**config.mk**
```make
export PLATFORM = sky130hd
export DESIGN_NAME = keep_pack_buffer
export DESIGN_NICKNAME = d
export VERILOG_FILES = /design/src/rtl/keep_pack_buffer.sv
export SDC_FILE = /design/constraint.sdc
export NUM_CORES = 2
export LEC_CHECK = 0
export ABC_AREA = 1
export CAP_MARGIN = 25
export CORE_AREA = 2 2 494 496
export CTS_CLUSTER_SIZE = 30
export DETAILED_ROUTE_END_ITERATION = 12
export DIE_AREA = 0 0 496 498
export PLACE_DENSITY = 0.56
export SLEW_MARGIN = 40
export SYNTH_ARGS = -nofsm -noshare
export SYNTH_HDL_FRONTEND = slang
export SYNTH_SLANG_ARGS = --single-unit
export TNS_END_PERCENT = 1
```
**constraint.sdc**
```tcl
create_clock -name clk -period 34.3 [get_ports clk]
set_clock_uncertainty 0.15 [all_clocks]
set_input_delay 3.43 -clock clk [delete_from_list [all_inputs] [get_ports clk]]
set_output_delay 3.43 -clock clk [all_outputs]
set_load 0.01 [all_outputs]
```
**src/rtl/keep_pack_buffer.sv**
```systemverilog
// Keep-mask packing buffer: compacts sparse input bytes into a circular byte store
// and emits full words, or partial thermometer-keep words while draining after a flush.
module keep_pack_buffer #(
    parameter int unsigned BUSBYTEWIDTH = 16,
    parameter int unsigned BYTESAVAIL   = 32
) (
    input  logic                            clk,
    input  logic                            reset,
    input  logic                            businvld,
    input  logic [BUSBYTEWIDTH-1:0]         businkeep,
    input  logic [BUSBYTEWIDTH*8-1:0]       busin,
    input  logic                            flushin,
    output logic [$clog2(BYTESAVAIL):0]     bytesavailout,
    output logic                            overflow,
    input  logic                            busoutrdy,
    output logic                            busoutvld,
    output logic [BUSBYTEWIDTH-1:0]         busoutkeep,
    output logic [BUSBYTEWIDTH*8-1:0]       busout
);

    localparam int unsigned PW = $clog2(BYTESAVAIL);
    localparam int unsigned FW = PW + 1;
    localparam int unsigned BW = BUSBYTEWIDTH;

    localparam logic [FW-1:0] DEPTH = FW'(BYTESAVAIL);
    localparam logic [FW-1:0] WORD  = FW'(BUSBYTEWIDTH);

    localparam logic [0:0] FILL  = 1'b0;
    localparam logic [0:0] DRAIN = 1'b1;

    logic [7:0]    storage [BYTESAVAIL];
    logic [PW-1:0] wrptr;
    logic [PW-1:0] rdptr;
    logic [FW-1:0] fill;
    logic [0:0]    state;
    logic [0:0]    state_next;

    logic [FW-1:0] free;
    logic [FW-1:0] kcnt;
    logic [FW-1:0] offs [BW];
    logic [BW-1:0] wr_en;
    logic [FW-1:0] wr_cnt;
    logic          drop;
    logic [FW-1:0] out_cnt;
    logic [FW-1:0] pop_cnt;
    logic [FW-1:0] fill_next;

    assign bytesavailout = DEPTH - fill;

    // Output word: thermometer keep of out_cnt bytes starting at rdptr
    always_comb begin
        out_cnt    = '0;
        busoutkeep = '0;
        busout     = '0;
        if (state == FILL) begin
            out_cnt = (fill >= WORD) ? WORD : '0;
        end else begin
            out_cnt = (fill < WORD) ? fill : WORD;
        end
        for (int k = 0; k < BW; k++) begin
            if (FW'(k) < out_cnt) begin
                busoutkeep[k]  = 1'b1;
                busout[8*k +: 8] = storage[PW'(rdptr + PW'(k))];
            end
        end
        busoutvld = (out_cnt != '0);
        pop_cnt   = (busoutvld && busoutrdy) ? out_cnt : '0;
    end

    // Compaction: each kept byte lands at wrptr plus the number of kept bytes below it,
    // capped by the free space registered at the start of the cycle
    always_comb begin
        free  = DEPTH - fill;
        kcnt  = '0;
        wr_en = '0;
        for (int k = 0; k < BW; k++) begin
            offs[k] = kcnt;
            if (businvld && businkeep[k]) begin
                wr_en[k] = (kcnt < free);
                kcnt     = kcnt + FW'(1);
            end
        end
        drop      = (kcnt > free);
        wr_cnt    = drop ? free : kcnt;
        fill_next = fill + wr_cnt - pop_cnt;
    end

    always_comb begin
        state_next = state;
        case (state)
            FILL: begin
                if (flushin && ((fill != '0) || (wr_cnt != '0))) begin
                    state_next = DRAIN;
                end
            end
            DRAIN: begin
                if (fill_next == '0) begin
                    state_next = FILL;
                end
            end
            default: state_next = FILL;
        endcase
    end

    always_ff @(posedge clk) begin
        if (reset) begin
            wrptr    <= '0;
            rdptr    <= '0;
            fill     <= '0;
            overflow <= 1'b0;
            state    <= FILL;
        end else begin
            wrptr    <= wrptr + PW'(wr_cnt);
            rdptr    <= rdptr + PW'(pop_cnt);
            fill     <= fill_next;
            overflow <= drop;
            state    <= state_next;
        end
    end

    // Byte store carries no reset; pointers and fill define what is valid
    always_ff @(posedge clk) begin
        if (!reset) begin
            for (int k = 0; k < BW; k++) begin
                if (wr_en[k]) begin
                    storage[PW'(wrptr + PW'(offs[k]))] <= busin[8*k +: 8];
                end
            end
        end
    end

endmodule

```
==> flow_metrics.py <==
metrics = {
    "outcome": {
        "status": "finished, final reports clean",
    },
    "yosys": {
        "synthCells": 14100,
        "synth-async-reset-ratio": 0,
        "yosysMostFrequentCell": "nand2_1",
        "synth.area.top_cells": "nand2_1 26%, nand3_1 11%, o21ai_0 11%",
        "ys_warn_count": 0,
        "ys_seq_area_frac": 0.111,
        "ys_ff_latch": 274,
        "ys.flop_type": "edfxtp_1",
        "yosysTopAreaCell": "nand2_1",
        "synth_common_cells": "4988 x nand2_1, 1594 x nand3_1, 1559 x o21ai_0",
        "syn_area_per_cell_sq_um": 5.11,
        "synth.top_cell.area_share": 0.259,
        "synth.distinct_cells": 61,
        "syn-cell-area_sq_mm": 0.0722,
        "synth_edf_count": 256,
    },
    "critical_path": {
        "crit_path_start_kind": "input pin",
        "slowest_delay_ns": 0.58,
        "crit_required_ns": 34.70,
        "cp_max_fo": 19,
        "slowest_stage": "fa_1",
        "r2r_end": "storage[1][6]",
        "reg2reg_slack_ns": 24.94,
        "cp.arrival_ns": 17.79,
        "critPathMostFrequentCell": "nand2_1",
        "path_class": "input pin to flop",
        "reg2reg_from": "fill[0]",
        "end_kind": "flop",
        "r2r_cells": 27,
    },
    "sta": {
        "slew_headroom": 0.217,
        "hold_viol": 0,
        "rsz0062_at_grt": "no",
        "finalMaxSlewViolations": 0,
        "setup_viol": 0,
        "worst_pin_slew_ns": 1.17,
        "period_minus_slack_ns": 17.39,
        "fin_crit_sh": 0.507,
        "tns_ns": 0,
        "fmax_mhz": 57.5,
    },
    "detailed_routing": {
        "drcViolationCount": 0,
        "wire_per_inst_um": 40.1,
        "route.vias.total": 114000,
        "avgViaCountPerCell": 6.59,
        "ant_nets": 0,
        "firstDrtPassIters": 10,
        "postRouteWirelength_um": 694000,
        "first_iter_violations": 23900,
    },
    "layout": {
        "nNetsFinal": 14300,
        "nFillCells": 28300,
        "area_delta_synth_final_pct": 12.1,
        "drive_above_1_share": 0.0682,
        "seq_area_sq_mm": 0.00806,
        "multi_input_area_sq_mm": 0.0565,
    },
    "global_routing": {
        "met1_usage": 0.684,
        "grt.met3_usage": 0.270,
        "grt_overflow": 0,
        "grt_busiest_layer": "met1",
        "track_usage": 0.534,
        "grtUsageMet2": 0.682,
        "grt_max_degree": 172,
        "grt_pass1_vias": 98300,
        "grt_pass1_wl_um": 897000,
        "antenna_found_initial": 74,
    },
    "worst_hold_path": {
        "hold_end": "state",
        "worstHoldStart": "state",
        "worstHoldPathType": "flop to flop",
        "min_path_cells": 4,
    },
    "floorplan": {
        "ios": 301,
        "rows": 181,
        "die_height_um": 498,
        "initial_core_util": 0.299,
        "dieWidth_um": 496,
        "fp.coreArea_sq_mm": 0.242,
        "dieArea_sq_mm": 0.247,
    },
    "clock_tree": {
        "clk_pin_slew_worst_paths_ns": 0.06,
        "cts_root_buf": "clkbuf_16",
        "ctsResizeCount": 0,
        "clock_path_buffers": 3,
        "holdBufCountCts": 0,
        "cts_setup_buffers": 0,
        "htreeDepth": 2,
        "cts_buffers": 36,
        "cts.sinks": 274,
        "insertion_delay_ns": 0.61,
        "cts_tree": "yes",
    },
    "pwr": {
        "power_leakage_nw": 37.6,
        "powerDensity_mw_per_mm2": 72.7,
        "total_power_w": 0.00588,
        "ir_drop_mv": 0.0515,
    },
    "place": {
        "port_buffers": 300,
        "globalplace.congestion": 1.15,
        "post-dp-hpwl_um": 551000,
    },
    "run": {
        "drv_cap": 0,
    },
}
## metal layers
metal | vias to the layer above | share of wire
met5 | - | 0.0011
met4 | 46 | 0.084
met3 | 2387 | 0.17
met2 | 10600 | 0.36
met1 | 54000 | 0.38
li1 | 47000 | -
## area by class of cell
class / count / share of cell area
multi-input combinational: 11600 / 0.697
tap: 3202 / 0.0495
clock inverter: 24 / 0.00349
clock buffer: 42 / 0.0117
inverter: 1346 / 0.0629
sequential: 274 / 0.0996
timing repair buffer: 726 / 0.0736
antenna: 57 / 0.00176
## logic make-up after synthesis
logic type               after synthesis  synth area share
AND/OR/NAND/NOR                     7866             0.451
multiplexers                          98            0.0136
other                                  1         0.0000519
adder cells (fa/ha/maj)              185            0.0342
AO/OA/AOI/OAI                       3390             0.261
buffers and inverters               2242             0.118
XOR/XNOR                              84            0.0110
flip-flops                           274             0.111
## cells in the final DEF (no fill, tap or decap), types with 57 or more instances in the layout
master           synthesis  routed
o21ai_0               1559    1500
a21oi_1                898     897
ha_1                   164     163
inv_2                   58     109
o21ai_1                118     174
nand3_1               1594    1594
o211ai_1               544     544
nor3_1                  94      81
edfxtp_1               256     256
nor2_2                  27      99
o22ai_1                132     131
buf_2                   37      58
inv_1                 1211    1155
nand4_1                 83      83
nand2_1               4988    4986
clkdlybuf4s50_1          0     239
buf_4                    2     421
clkinv_1                77      70
mux2i_1                 98      92
nor2_1                 901     824
diode_2                  0      57
## sequential cells by signal, summed over array words and instances (netlist names)
| signal | count |
|---|---|
| fill | 6 |
| rdptr | 5 |
| overflow | 1 |
| state | 1 |
| wrptr | 5 |
| storage | 256 |
## where the power goes
group	total, W	internal, W	switching, W
Sequential	0.000659	0.000510	0.000149
Clock	0.000415	0.000232	0.000183
Combinational	0.00481	0.00118	0.00363
Total	0.00588	0.00192	0.00396
## worst max-delay path by stage
stage                     slack, ns     start  cells past startpoint  endpoint
after floorplan               19.55  businvld                     76     state
after global placement        16.34  businvld                     71     state
after detailed placement      16.61  businvld                     72     state
after CTS                     17.21  businvld                     72     state
after global routing          16.12  businvld                     72     state
final                         16.91  businvld                     72     state
## through the flow
| stage | std cells | setup slack [ns] | utilization | area (sq um) | hold slack [ns] |
|---|---|---|---|---|---|
| after floorplan | 14100 | 19.55 | - | 72200 | 0.427 |
| after global placement | 17200 | 16.34 | 0.327 | 79000 | 0.545 |
| after detailed placement | 17200 | 16.61 | 0.328 | 79400 | 0.534 |
| after CTS | 17200 | 17.21 | 0.334 | 80700 | 0.543 |
| after global routing | 17200 | 16.12 | 0.334 | 80800 | 0.578 |
| final | 17300 | 16.91 | 0.335 | 80900 | 0.534 |
## worst max-delay path, delay by kind of cell
family | cells | cell delay [ns]
buf+inv | 11 | 1.59
xor+xnor | 1 | 0.22
compound gates | 7 | 1.41
simple gates | 36 | 5.17
fa+ha+maj | 17 | 5.91
(Power assumes the default switching activity.)
